$ cat config.mk
export PLATFORM = sky130hd
export DESIGN_NAME = mem_rd_arb_fsm
export DESIGN_NICKNAME = d
export VERILOG_FILES = /design/src/rtl/mem_rd_arb_fsm.sv
export SDC_FILE = /design/constraint.sdc
export NUM_CORES = 1
export LEC_CHECK = 0
export BUFFER_PORTS_ARGS = -buffer_cell sky130_fd_sc_hd__buf_2
export CORE_MARGIN = 2
export CORE_UTILIZATION = 45
export CTS_BUF_LIST = sky130_fd_sc_hd__clkbuf_2 sky130_fd_sc_hd__clkbuf_4 sky130_fd_sc_hd__clkbuf_8
export DETAILED_ROUTE_END_ITERATION = 16
export PLACE_DENSITY = 0.69
export SLEW_MARGIN = 15
export SYNTH_ARGS = -nofsm -noshare
export SYNTH_HDL_FRONTEND = slang
export SYNTH_SLANG_ARGS = --single-unit
$ cat constraint.sdc
create_clock -name clk -period 1.6 [get_ports clk]
set_input_delay 0.08 -clock clk [delete_from_list [all_inputs] [get_ports clk]]
set_output_delay 0.08 -clock clk [all_outputs]
set_load 0.02 [all_outputs]
$ cat src/rtl/mem_rd_arb_fsm.sv
// Round-robin read arbiter: grants one requesting channel at a time and sequences
// a multi-beat memory read with per-beat wait-state timeout. Moore outputs only.
module mem_rd_arb_fsm #(
    parameter int NUM_CH = 4,
    parameter int LEN_W  = 4,
    parameter int TO_MAX = 15
) (
    input  logic              clk,
    input  logic              reset_n,
    input  logic [NUM_CH-1:0] go,
    input  logic [LEN_W-1:0]  len,
    input  logic              ws,
    output logic              rd,
    output logic              ds,
    output logic [NUM_CH-1:0] grant,
    output logic [LEN_W-1:0]  beat,
    output logic              err,
    output logic              busy
);

    localparam int PTR_W = $clog2(NUM_CH);
    localparam int CNT_W = (TO_MAX > 0) ? $clog2(TO_MAX + 1) : 1;
    localparam logic [CNT_W-1:0] TO_MAX_C = CNT_W'(TO_MAX);
    localparam logic [PTR_W-1:0] PTR_RST  = PTR_W'(NUM_CH - 1);

    typedef enum logic [2:0] {
        IDLE = 3'd0,
        READ = 3'd1,
        DLY  = 3'd2,
        DONE = 3'd3,
        ERR  = 3'd4
    } state_t;

    state_t            state_q, state_d;
    logic [NUM_CH-1:0] grant_q, grant_d;
    logic [LEN_W-1:0]  beat_q, beat_d;
    logic [LEN_W-1:0]  len_q, len_d;
    logic [CNT_W-1:0]  wcnt_q, wcnt_d;
    logic [PTR_W-1:0]  ptr_q, ptr_d;
    logic [PTR_W-1:0]  gidx_q, gidx_d;

    logic              found_s;
    logic [PTR_W-1:0]  sel_s;
    logic [PTR_W-1:0]  cand_s;

    // Round-robin search: first requester above the last granted channel, with wrap.
    always_comb begin
        found_s = 1'b0;
        sel_s   = '0;
        cand_s  = '0;
        for (int i = 1; i <= NUM_CH; i++) begin
            cand_s = PTR_W'((int'(ptr_q) + i) % NUM_CH);
            if (!found_s && go[cand_s]) begin
                found_s = 1'b1;
                sel_s   = cand_s;
            end else begin
                found_s = found_s;
            end
        end
    end

    // Next-state and datapath update.
    always_comb begin
        state_d = state_q;
        grant_d = grant_q;
        beat_d  = beat_q;
        len_d   = len_q;
        wcnt_d  = wcnt_q;
        ptr_d   = ptr_q;
        gidx_d  = gidx_q;
        case (state_q)
            IDLE: begin
                if (found_s) begin
                    state_d = READ;
                    grant_d = NUM_CH'(1'b1) << sel_s;
                    gidx_d  = sel_s;
                    len_d   = len;
                    beat_d  = '0;
                    wcnt_d  = '0;
                end else begin
                    grant_d = '0;
                end
            end
            READ: begin
                state_d = DLY;
                wcnt_d  = '0;
            end
            DLY: begin
                if (!ws) begin
                    if (beat_q == len_q) begin
                        state_d = DONE;
                    end else begin
                        beat_d  = beat_q + LEN_W'(1'b1);
                        state_d = READ;
                    end
                end else if (wcnt_q == TO_MAX_C) begin
                    state_d = ERR;
                end else begin
                    wcnt_d = wcnt_q + CNT_W'(1'b1);
                end
            end
            DONE, ERR: begin
                state_d = IDLE;
                grant_d = '0;
                beat_d  = '0;
                ptr_d   = gidx_q;
            end
            default: begin
                state_d = IDLE;
                grant_d = '0;
                beat_d  = '0;
                wcnt_d  = '0;
            end
        endcase
    end

    // State and datapath registers.
    always_ff @(posedge clk or negedge reset_n) begin
        if (!reset_n) begin
            state_q <= IDLE;
            grant_q <= '0;
            beat_q  <= '0;
            len_q   <= '0;
            wcnt_q  <= '0;
            ptr_q   <= PTR_RST;
            gidx_q  <= '0;
        end else begin
            state_q <= state_d;
            grant_q <= grant_d;
            beat_q  <= beat_d;
            len_q   <= len_d;
            wcnt_q  <= wcnt_d;
            ptr_q   <= ptr_d;
            gidx_q  <= gidx_d;
        end
    end

    // Moore output decode from the state register.
    always_comb begin
        rd   = 1'b0;
        ds   = 1'b0;
        err  = 1'b0;
        busy = 1'b0;
        case (state_q)
            IDLE: begin
                busy = 1'b0;
            end
            READ, DLY: begin
                rd   = 1'b1;
                busy = 1'b1;
            end
            DONE: begin
                ds   = 1'b1;
                busy = 1'b1;
            end
            ERR: begin
                err  = 1'b1;
                busy = 1'b1;
            end
            default: begin
                busy = 1'b0;
            end
        endcase
    end

    assign grant = grant_q;
    assign beat  = beat_q;

endmodule

==> results of run 1 <==
[critical path: cells and delay by family, from the launching register on]
kind / cells / cell delay [ns]
DFF: 1 / 0.41
and+or+nand+nor: 4 / 0.88
adders and majority gates: 1 / 0.21
[logic make-up (layout without fill, tap and decap cells)]
kind of cell    after synthesis  in the layout  share of synthesized area [%]
simple gates                 64             64                           27.9
buf+inv                       7             50                           3.28
compound gates               23             23                           13.2
flops                        23             23                           44.6
mux                           6              6                           5.02
fa+ha+maj                     2              2                           1.93
xor+xnor                      6              6                           4.05
[cell type report]
| cell class | count | area [µm²] | area share (%) |
|---|---|---|---|
| Clock buffer | 4 | 30.0 | 1.84 |
| Inverter | 3 | 11.3 | 0.691 |
| Multi-Input combinational cell | 101 | 686 | 42.1 |
| Sequential cell | 23 | 581 | 35.6 |
| Tap cell | 31 | 38.8 | 2.38 |
| Timing Repair Buffer | 43 | 283 | 17.4 |
[power breakdown]
group | total [µW] | leakage (µW) | internal, µW | switching [µW]
clock network | 278 | 0.0000184 | 114 | 163
registers | 971 | 0.000293 | 794 | 177
logic | 1450 | 0.000460 | 717 | 728
total | 2690 | 0.000771 | 1620 | 1070
[per-stage QoR]
stage	total power, µW	util [%]	area (µm²)	setup TNS [ns]
final	2690	59.1	1630	0
after global routing	2910	59.1	1630	-0.0395
after CTS	2640	57.6	1590	0
after detailed placement	2260	53.7	1480	-0.0170
after global placement	2220	53.7	1480	0
after floorplan	1880	-	1300	0
[flip-flops by register name (all words and copies together) (netlist names)]
register  count
gidx_q        2
grant         4
ptr_q         2
beat          4
state_q       3
wcnt_q        4
len_q         4
[worst min path at each step]
stage / startpoint / to / depth (start not counted)
final: ws / state_q[2]$_DFFE_PN0P_ / 3
after global routing: ws / state_q[2]$_DFFE_PN0P_ / 3
after CTS: ws / state_q[2]$_DFFE_PN0P_ / 3
after detailed placement: reset_n / beat[2]$_DFFE_PN0P_ / 1
after global placement: reset_n / beat[2]$_DFFE_PN0P_ / 1
after floorplan: reset_n / beat[0]$_DFFE_PN0P_ / 0
[layout by cell type (no fill, tap or decap), types with 3 or more instances in the layout]
| master | instances |
|---|---|
| nand2_1 | 23 |
| buf_2 | 21 |
| dfrtp_1 | 19 |
| buf_4 | 17 |
| nor2_1 | 10 |
| xnor2_1 | 6 |
| o21ai_0 | 5 |
| dlygate4sd3_1 | 5 |
| nand3_1 | 4 |
| mux2_2 | 4 |
| nand2b_1 | 4 |
| clkbuf_4 | 4 |
| and2_1 | 3 |
| inv_1 | 3 |
[synth_stat cells (2+ instances only)]
master and count:
nand2_1 23, dfrtp_1 21, nor2_1 11, xnor2_1 6, nand3_1 5, o21ai_0 5
mux2_2 4, nand2b_1 4, and2_1 3, inv_1 3, a21oi_1 2, a41oi_1 2
buf_4 2, dfstp_2 2, ha_1 2, mux2i_1 2, nand4_1 2, nor2b_1 2
nor3_1 2, nor4_4 2, o211ai_1 2, or4b_1 2
[metal layers]
metal / GRT usage, % / routed length [µm]
met1: 23.5 / 1260
met2: 29.5 / 1420
met3: 3.79 / 81
met4: 8.31 / 27
met5: 0 / 0
[what timing repair did]
action | CTS | global route
pin swaps | 2 | 3
hold buffers | 5 | 0
setup buffers | 3 | 4
gates resized for setup | 2 | 4
hold endpoints to repair | 25 | 0
setup endpoints to repair | 4 | 4
==> reports/metrics.cfg, run 1 <==
[run_status]
status = completed

[final_layout]
final_cells = 205
area_growth_pct = 25.7
drive_gt1_share_pct = 36.2
insertedDiodeCount = 0
final_net_count = 188
fillCellCount = 248

[yosys]
synthFlopType = dfrtp_1
syn_area_um2 = 1300
ys_ff_latch = 23
syn_inst = 131
ys_seq_area_share_pct = 44.6
ys_types = 44
yosys_warnings = 0
syn-num-nets = 144
syn_area_per_cell_um2 = 9.89
netlist.top_cell.by_area = dfrtp_1
synth_edf_count = 0
synth.top_cell.area_share_pct = 40.5
synth_area_leaders = dfrtp_1 41%, nand2_1 6.7%, dfstp_2 4.1%
async_reset_ff_share_pct = 100

[die]
io_pins = 23
core_area_um2 = 2760
die_w_um = 57.7
die-area_um2 = 3330
fp.dieH_um = 57.7
rows = 19
start_util_pct = 47.0

[clock_network]
cts_tree = done
numCtsBuffers = 3
clock_latency_ns = 0.30
clk_pin_slew_ns = 0.11
h-tree-depth = 1
clockRootBuffer = clkbuf_4
cts_max_path_buffers = 2
cts_sinks = 23

[global_routing]
grt_pass1_vias = 1089
grt_max_degree = 24
grt_use_total_pct = 18.2
gr-total-overflow = 0
antenna_found_initial = 0
grt_pass1_wl_um = 4750

[timing]
setup_viol = 0
slew_headroom_pct = 66.0
post-route-min-period_ns = 1.54
finalClockSkew_ns = 0.00247
finalCritPeriodShare_pct = 96.3
hold_ws_ns = 0.0339
setup_slack_ns = 0.0598
finalMaxSlewViolations = 0
hold_violations = 0
max_slew.worst_pin.slew_ns = 0.510
fmax_ghz = 0.649

[setup_path]
worst_r2r_path_depth = 5
crit_fanout = 5
path_class = reg -> reg
cp_slowest_cell = or4b_1
crit_path_end = wcnt_q[2]$_DFFE_PN0P_
cpPeakStageDelay_ns = 0.55
worstPathRequired_ns = 1.85
r2r_slack_ns = 0.06
start_kind = flip-flop
crit_arrival_ns = 1.79
r2r-end = wcnt_q[2]$_DFFE_PN0P_
r2r-start = wcnt_q[0]$_DFFE_PN0P_
worstPathCellList = ha_2, nand3_2, nand4b_1, or4b_1, nand2_1
setup.worst_path.start = wcnt_q[0]$_DFFE_PN0P_
end_kind = flip-flop

[power_and_ir_drop]
power.density_nw_per_um2 = 1650
leakage_uw = 0.000771
ir_worst_vdd_mv = 1.08

[detailed_routing]
wire_per_inst_um = 13.6
antenna_left = 0
dr.pass1.iters = 4
drc_errors = 0
drt_wl_total_um = 2780
routed-via-count = 1096
via_per_inst = 5.35
drt-initial-drc-count = 24

[worst_hold_path]
hold_class = in -> reg

[placed_design]
numPlacedInstances = 189
port_buffers = 22
place_congestion = 0.733
pre_cts_ws_ns = -0.0170
post-dp-hpwl_um = 1990

[run]
max_cap_violations = 0

Power figures use the tool's default switching activity.
==> run 2: changes to the inputs <==
- PLACE_DENSITY: 0.69 -> 0.66
- clock period: 1.6 -> 1.7 ns (I/O delays scaled with it)
==> reports/metrics.cfg, run 2 (same netlist as run 1, synthesis figures left out) <==
[setup_path]
worstPathRequired_ns = 1.62  ; -0.23 ns
r2r-start = wcnt_q[0]$_DFFE_PN0P_
crit_arrival_ns = 1.51  ; -0.28 ns
start_kind = flip-flop
end_kind = primary output
path_class = reg -> out
crit_fanout = 12  ; +7
setup.worst_path.start = state_q[1]$_DFFE_PN0P_

[timing]
finalSetupTns_ns = 0  ; unchanged
hold_violations = 0  ; unchanged
hold_ws_ns = 0.0488  ; +0.0148 ns
max_slew.worst_pin.slew_ns = 0.505  ; -0.00553 ns
post-route-min-period_ns = 1.59
fmax_ghz = 0.627
finalCritPeriodShare_pct = 93.8
rsz0062_at_grt = false
slew_headroom_pct = 66.4  ; +0.37 points
finalMaxSlewViolations = 0  ; unchanged
setup_viol = 0  ; unchanged
finalClockSkew_ns = 0.00708  ; +0.00461 ns

[die]
fp.dieH_um = 57.7  ; unchanged
die_w_um = 57.7  ; unchanged
io_pins = 23  ; unchanged
start_util_pct = 47.0  ; unchanged
die-area_um2 = 3330  ; unchanged
core_area_um2 = 2760  ; unchanged
rows = 19  ; unchanged

[worst_hold_path]
min_from = ws
hold_class = in -> reg

[final_layout]
final_common_cell = nand2_1
insertedDiodeCount = 0  ; unchanged
final_net_count = 179  ; -4.8%
multi_input_area_um2 = 683  ; -0.37%
regArea_um2 = 579  ; -0.22%
fin_util_pct = 56.3  ; -2.8 points
area_growth_pct = 19.8
layout_common_cells = 23 x nand2_1, 22 x buf_2, 20 x dfrtp_1
drive_gt1_share_pct = 31.5  ; -4.7 points
fillCellCount = 268  ; +8.1%
design_area_um2 = 1550  ; -4.7%

[clock_network]
cts_tree = done
clockRootBuffer = clkbuf_4
clk_pin_slew_ns = 0.12  ; about the same
h-tree-depth = 1  ; unchanged
numCtsBuffers = 3  ; unchanged
cts_sinks = 23  ; unchanged
cts_max_path_buffers = 2  ; unchanged
clock_latency_ns = 0.30  ; about the same

[placed_design]
postPlaceCellArea_um2 = 1460  ; -1.5%
post-dp-hpwl_um = 1930  ; -3.1%
place_congestion = 0.833  ; +14%
port_buffers = 22  ; unchanged

[run_status]
status = completed

[global_routing]
grt_pass1_wl_um = 4590  ; -3.3%
grt_max_degree = 24  ; unchanged
grt_use_total_pct = 17.5  ; -0.71 points
grt_pass1_vias = 1055  ; -3.1%
antenna_found_initial = 0  ; unchanged
gr-total-overflow = 0  ; unchanged

[detailed_routing]
drt_wl_total_um = 2530  ; -8.9%
drc_errors = 0  ; unchanged
via_per_inst = 5.43  ; +1.5%
antenna_left = 0  ; unchanged
drt-initial-drc-count = 44  ; +83%
routed-via-count = 1064  ; -2.9%
dr.pass1.iters = 4  ; unchanged
wire_per_inst_um = 12.9  ; -4.7%

[power_and_ir_drop]
ir_worst_vdd_mv = 1.07  ; -1.1%
finalPower_uw = 2380  ; -12%
leakage_uw = 0.000730  ; -5.3%
power.density_nw_per_um2 = 1530  ; -7.3%

[run]
max_cap_violations = 0  ; unchanged

run 2: power breakdown:
group	total, µW	switching, µW	internal, µW	leakage (µW)
combinational	1200	622	577	0.000418
sequential	937	193	744	0.000294
clock	243	156	87.6	0.0000177
run 2: final cells by class:
type                            count  area share [%]
Tap cell                           31            2.50
Inverter                            3           0.725
Timing Repair Buffer               34            13.7
Clock buffer                        3            1.45
Multi-Input combinational cell    101            44.0
Clock inverter                      1           0.322
Sequential cell                    23            37.3
run 2: worst paths after layout:
check	to	slack [ns]	cells after the start
min reg2reg	grant[0]$_DFFE_PN0N_	0.50	2
max in group asynchronous	state_q[1]$_DFFE_PN0P_	1.06	2
max	rd	0.11	4
min in group asynchronous	len_q[1]$_DFFE_PN0P_	0.27	2
max reg2reg	wcnt_q[2]$_DFFE_PN0P_	0.12	5
min	state_q[2]$_DFFE_PN0P_	0.05	3
run 2: repair_timing:
| item | CTS | global route |
|---|---|---|
| setup buffers | 0 | 1 |
| resized for setup | 2 | 1 |
| setup endpoints to repair | 1 | 4 |
| hold buffers | 5 | 0 |
| pin swaps | 0 | 3 |
| hold endpoints to repair | 25 | 0 |
run 2: stage by stage:
step | std cells | setup slack, ns
2_1_floorplan | 131 | 0.180
3_3_place_gp | 186 | 0.129
3_5_place_dp | 186 | 0.0808
4_1_cts | 195 | 0.0387
5_1_grt | 196 | 0.00217
6_report | 196 | 0.106
run 2: critical path: stages, from the launching register on:
cell and delay, ns:
dfrtp_2 0.50, buf_4 0.19, xnor2_1 0.13, nor2_2 0.19
buf_2 0.20
run 2: per-layer routing:
metal,vias to the layer above,GRT usage (%),wire length [µm]
met5,-,0,0
met4,0,4.98,16
met3,2,2.90,77
met2,13,29.2,1300
met1,515,23.6,1140
li1,534,-,-
==> run 3: changes to the inputs <==
- CORE_ASPECT_RATIO: unset -> 1.2
- CTS_CLUSTER_DIAMETER: unset -> 80
==> reports/metrics.cfg, run 3 (same netlist as run 1, synthesis figures left out) <==
[placed_design]
postPlaceCellArea_um2 = 1470  ; +0.77%
port_buffers = 22  ; unchanged
pre_cts_ws_ns = 0.0478  ; -0.0330 ns
post-dp-hpwl_um = 2000  ; +3.8%
place_congestion = 0.830  ; -0.38%

[clock_network]
cts_sinks = 23  ; unchanged
clockRootBuffer = clkbuf_4
clk_pin_slew_ns = 0.15  ; +0.03 ns
clock_latency_ns = 0.33  ; +0.03 ns
cts_tree = done
cts_max_path_buffers = 2  ; unchanged
h-tree-depth = 1  ; unchanged
numCtsBuffers = 3  ; unchanged

[timing]
finalClockSkew_ns = 0.0202  ; +0.0132 ns
hold_ws_ns = 0.0493  ; +0.000526 ns
finalCritPeriodShare_pct = 94.2  ; +0.46 points
slew_headroom_pct = 65.3  ; -1.1 points
max_slew.worst_pin.slew_ns = 0.521  ; +0.0159 ns
finalMaxSlewViolations = 0  ; unchanged
post-route-min-period_ns = 1.60  ; +0.00787 ns
setup_viol = 0  ; unchanged
hold_violations = 0  ; unchanged
fmax_ghz = 0.624  ; -0.49%
finalSetupTns_ns = 0  ; unchanged
setup_slack_ns = 0.0978  ; -0.00787 ns
rsz0062_at_grt = false

[final_layout]
regArea_um2 = 579  ; unchanged
final_common_cell = nand2_1
final_net_count = 180  ; +0.56%
multi_input_area_um2 = 686  ; +0.37%
area_growth_pct = 21.0
design_area_um2 = 1570  ; +1.0%
drive_gt1_share_pct = 32.5  ; +1.0 points
insertedDiodeCount = 0  ; unchanged
layout_common_cells = 23 x nand2_1, 22 x buf_2, 20 x dfrtp_1
fin_util_pct = 56.9  ; +0.56 points
fillCellCount = 272  ; +1.5%

[detailed_routing]
antenna_left = 0  ; unchanged
drt-initial-drc-count = 27  ; -39%
via_per_inst = 5.44  ; +0.21%
dr.pass1.iters = 4  ; unchanged
drt_wl_total_um = 2760  ; +8.8%
routed-via-count = 1088  ; +2.3%
wire_per_inst_um = 13.8  ; +6.6%
drc_errors = 0  ; unchanged

[setup_path]
worstPathRequired_ns = 1.96  ; +0.34 ns
start_kind = flip-flop
cpPeakStageDelay_ns = 0.52  ; +0.02 ns
path_class = reg -> reg
crit_fanout = 6  ; -6
end_kind = flip-flop
crit_arrival_ns = 1.86  ; +0.35 ns
cp_slowest_cell = or4b_1
worstPathCellList = ha_2, nand3_2, nand4b_1, or4b_1, nand2_1

[worst_hold_path]
hold_class = in -> reg

[run]
max_cap_violations = 0  ; unchanged

[die]
core_area_um2 = 2760  ; about the same
fp.dieH_um = 62.8  ; +8.9%
io_pins = 23  ; unchanged
die-area_um2 = 3330  ; about the same
rows = 21  ; +2
start_util_pct = 47.0  ; about the same
die_w_um = 53.0  ; -8.1%

[global_routing]
gr-total-overflow = 0  ; unchanged
grt_use_total_pct = 18.2  ; +0.65 points
antenna_found_initial = 0  ; unchanged
grt_pass1_wl_um = 4640  ; +1.2%
grt_pass1_vias = 1068  ; +1.2%
grt_max_degree = 24  ; unchanged

[power_and_ir_drop]
leakage_uw = 0.000729  ; about the same
power.density_nw_per_um2 = 1540  ; +0.58%
ir_worst_vdd_mv = 0.871  ; -18%

[run_status]
status = completed

[run 3: worst max-delay path: cells and delay by family, from the launching register on]
kind,cells,cell delay [ns]
AND/OR/NAND/NOR,4,0.89
flip-flops,1,0.44
adder cells (fa/ha/maj),1,0.21
[run 3: worst paths after layout]
path | start | to | slack [ns] | cells past startpoint
worst max-delay path | wcnt_q[0]$_DFFE_PN0P_ | wcnt_q[3]$_DFFE_PN0P_ | 0.1 | 5
worst min-delay path | ws | state_q[2]$_DFFE_PN0P_ | 0.05 | 3
worst max register to register | wcnt_q[0]$_DFFE_PN0P_ | wcnt_q[3]$_DFFE_PN0P_ | 0.1 | 5
worst min register to register | grant[0]$_DFFE_PN0N_ | grant[0]$_DFFE_PN0N_ | 0.51 | 2
max in group asynchronous | reset_n | ptr_q[1]$_DFFE_PN1N_ | 1.07 | 2
min in group asynchronous | reset_n | beat[3]$_DFFE_PN0P_ | 0.23 | 2
[run 3: metrics by stage]
| step | instances | total power [µW] |
|---|---|---|
| final | 200 | 2420 |
| after global routing | 200 | 2600 |
| after CTS | 199 | 2410 |
| after detailed placement | 190 | 2120 |
| after global placement | 190 | 2080 |
| after floorplan | 131 | 1770 |
[run 3: cell type report]
class,instances,area share [%]
inverter,3,0.718
clock inverter,1,0.478
multi-input combinational,101,43.7
clock buffer,3,1.44
tap,34,2.71
sequential,23,36.9
timing repair buffer,35,14.0
[run 3: report_power, final]
| group | total [µW] | internal (µW) | leakage, µW | switching, µW |
|---|---|---|---|---|
| clock | 271 | 90.0 | 0.0000139 | 181 |
| combinational | 1230 | 570 | 0.000422 | 664 |
| sequential | 913 | 744 | 0.000294 | 169 |
| total | 2420 | 1400 | 0.000729 | 1010 |
[run 3: what timing repair did]
item | in CTS | in global routing
pin swaps | 1 | 2
hold endpoints to repair | 25 | 0
buffers inserted | 0 | 1
cloned | 0 | 0
hold buffers | 5 | 0
setup endpoints to repair | 2 | 4
gates resized for setup | 1 | 3
[run 3: routing by layer]
metal	share of wire [%]	vias to the layer above	GRT usage, %	wire [µm]
met5	0	-	0	0
met4	0.51	0	4.81	14
met3	3.2	2	2.15	87
met2	53	23	32.0	1450
met1	44	527	22.8	1210
li1	-	536	-	-
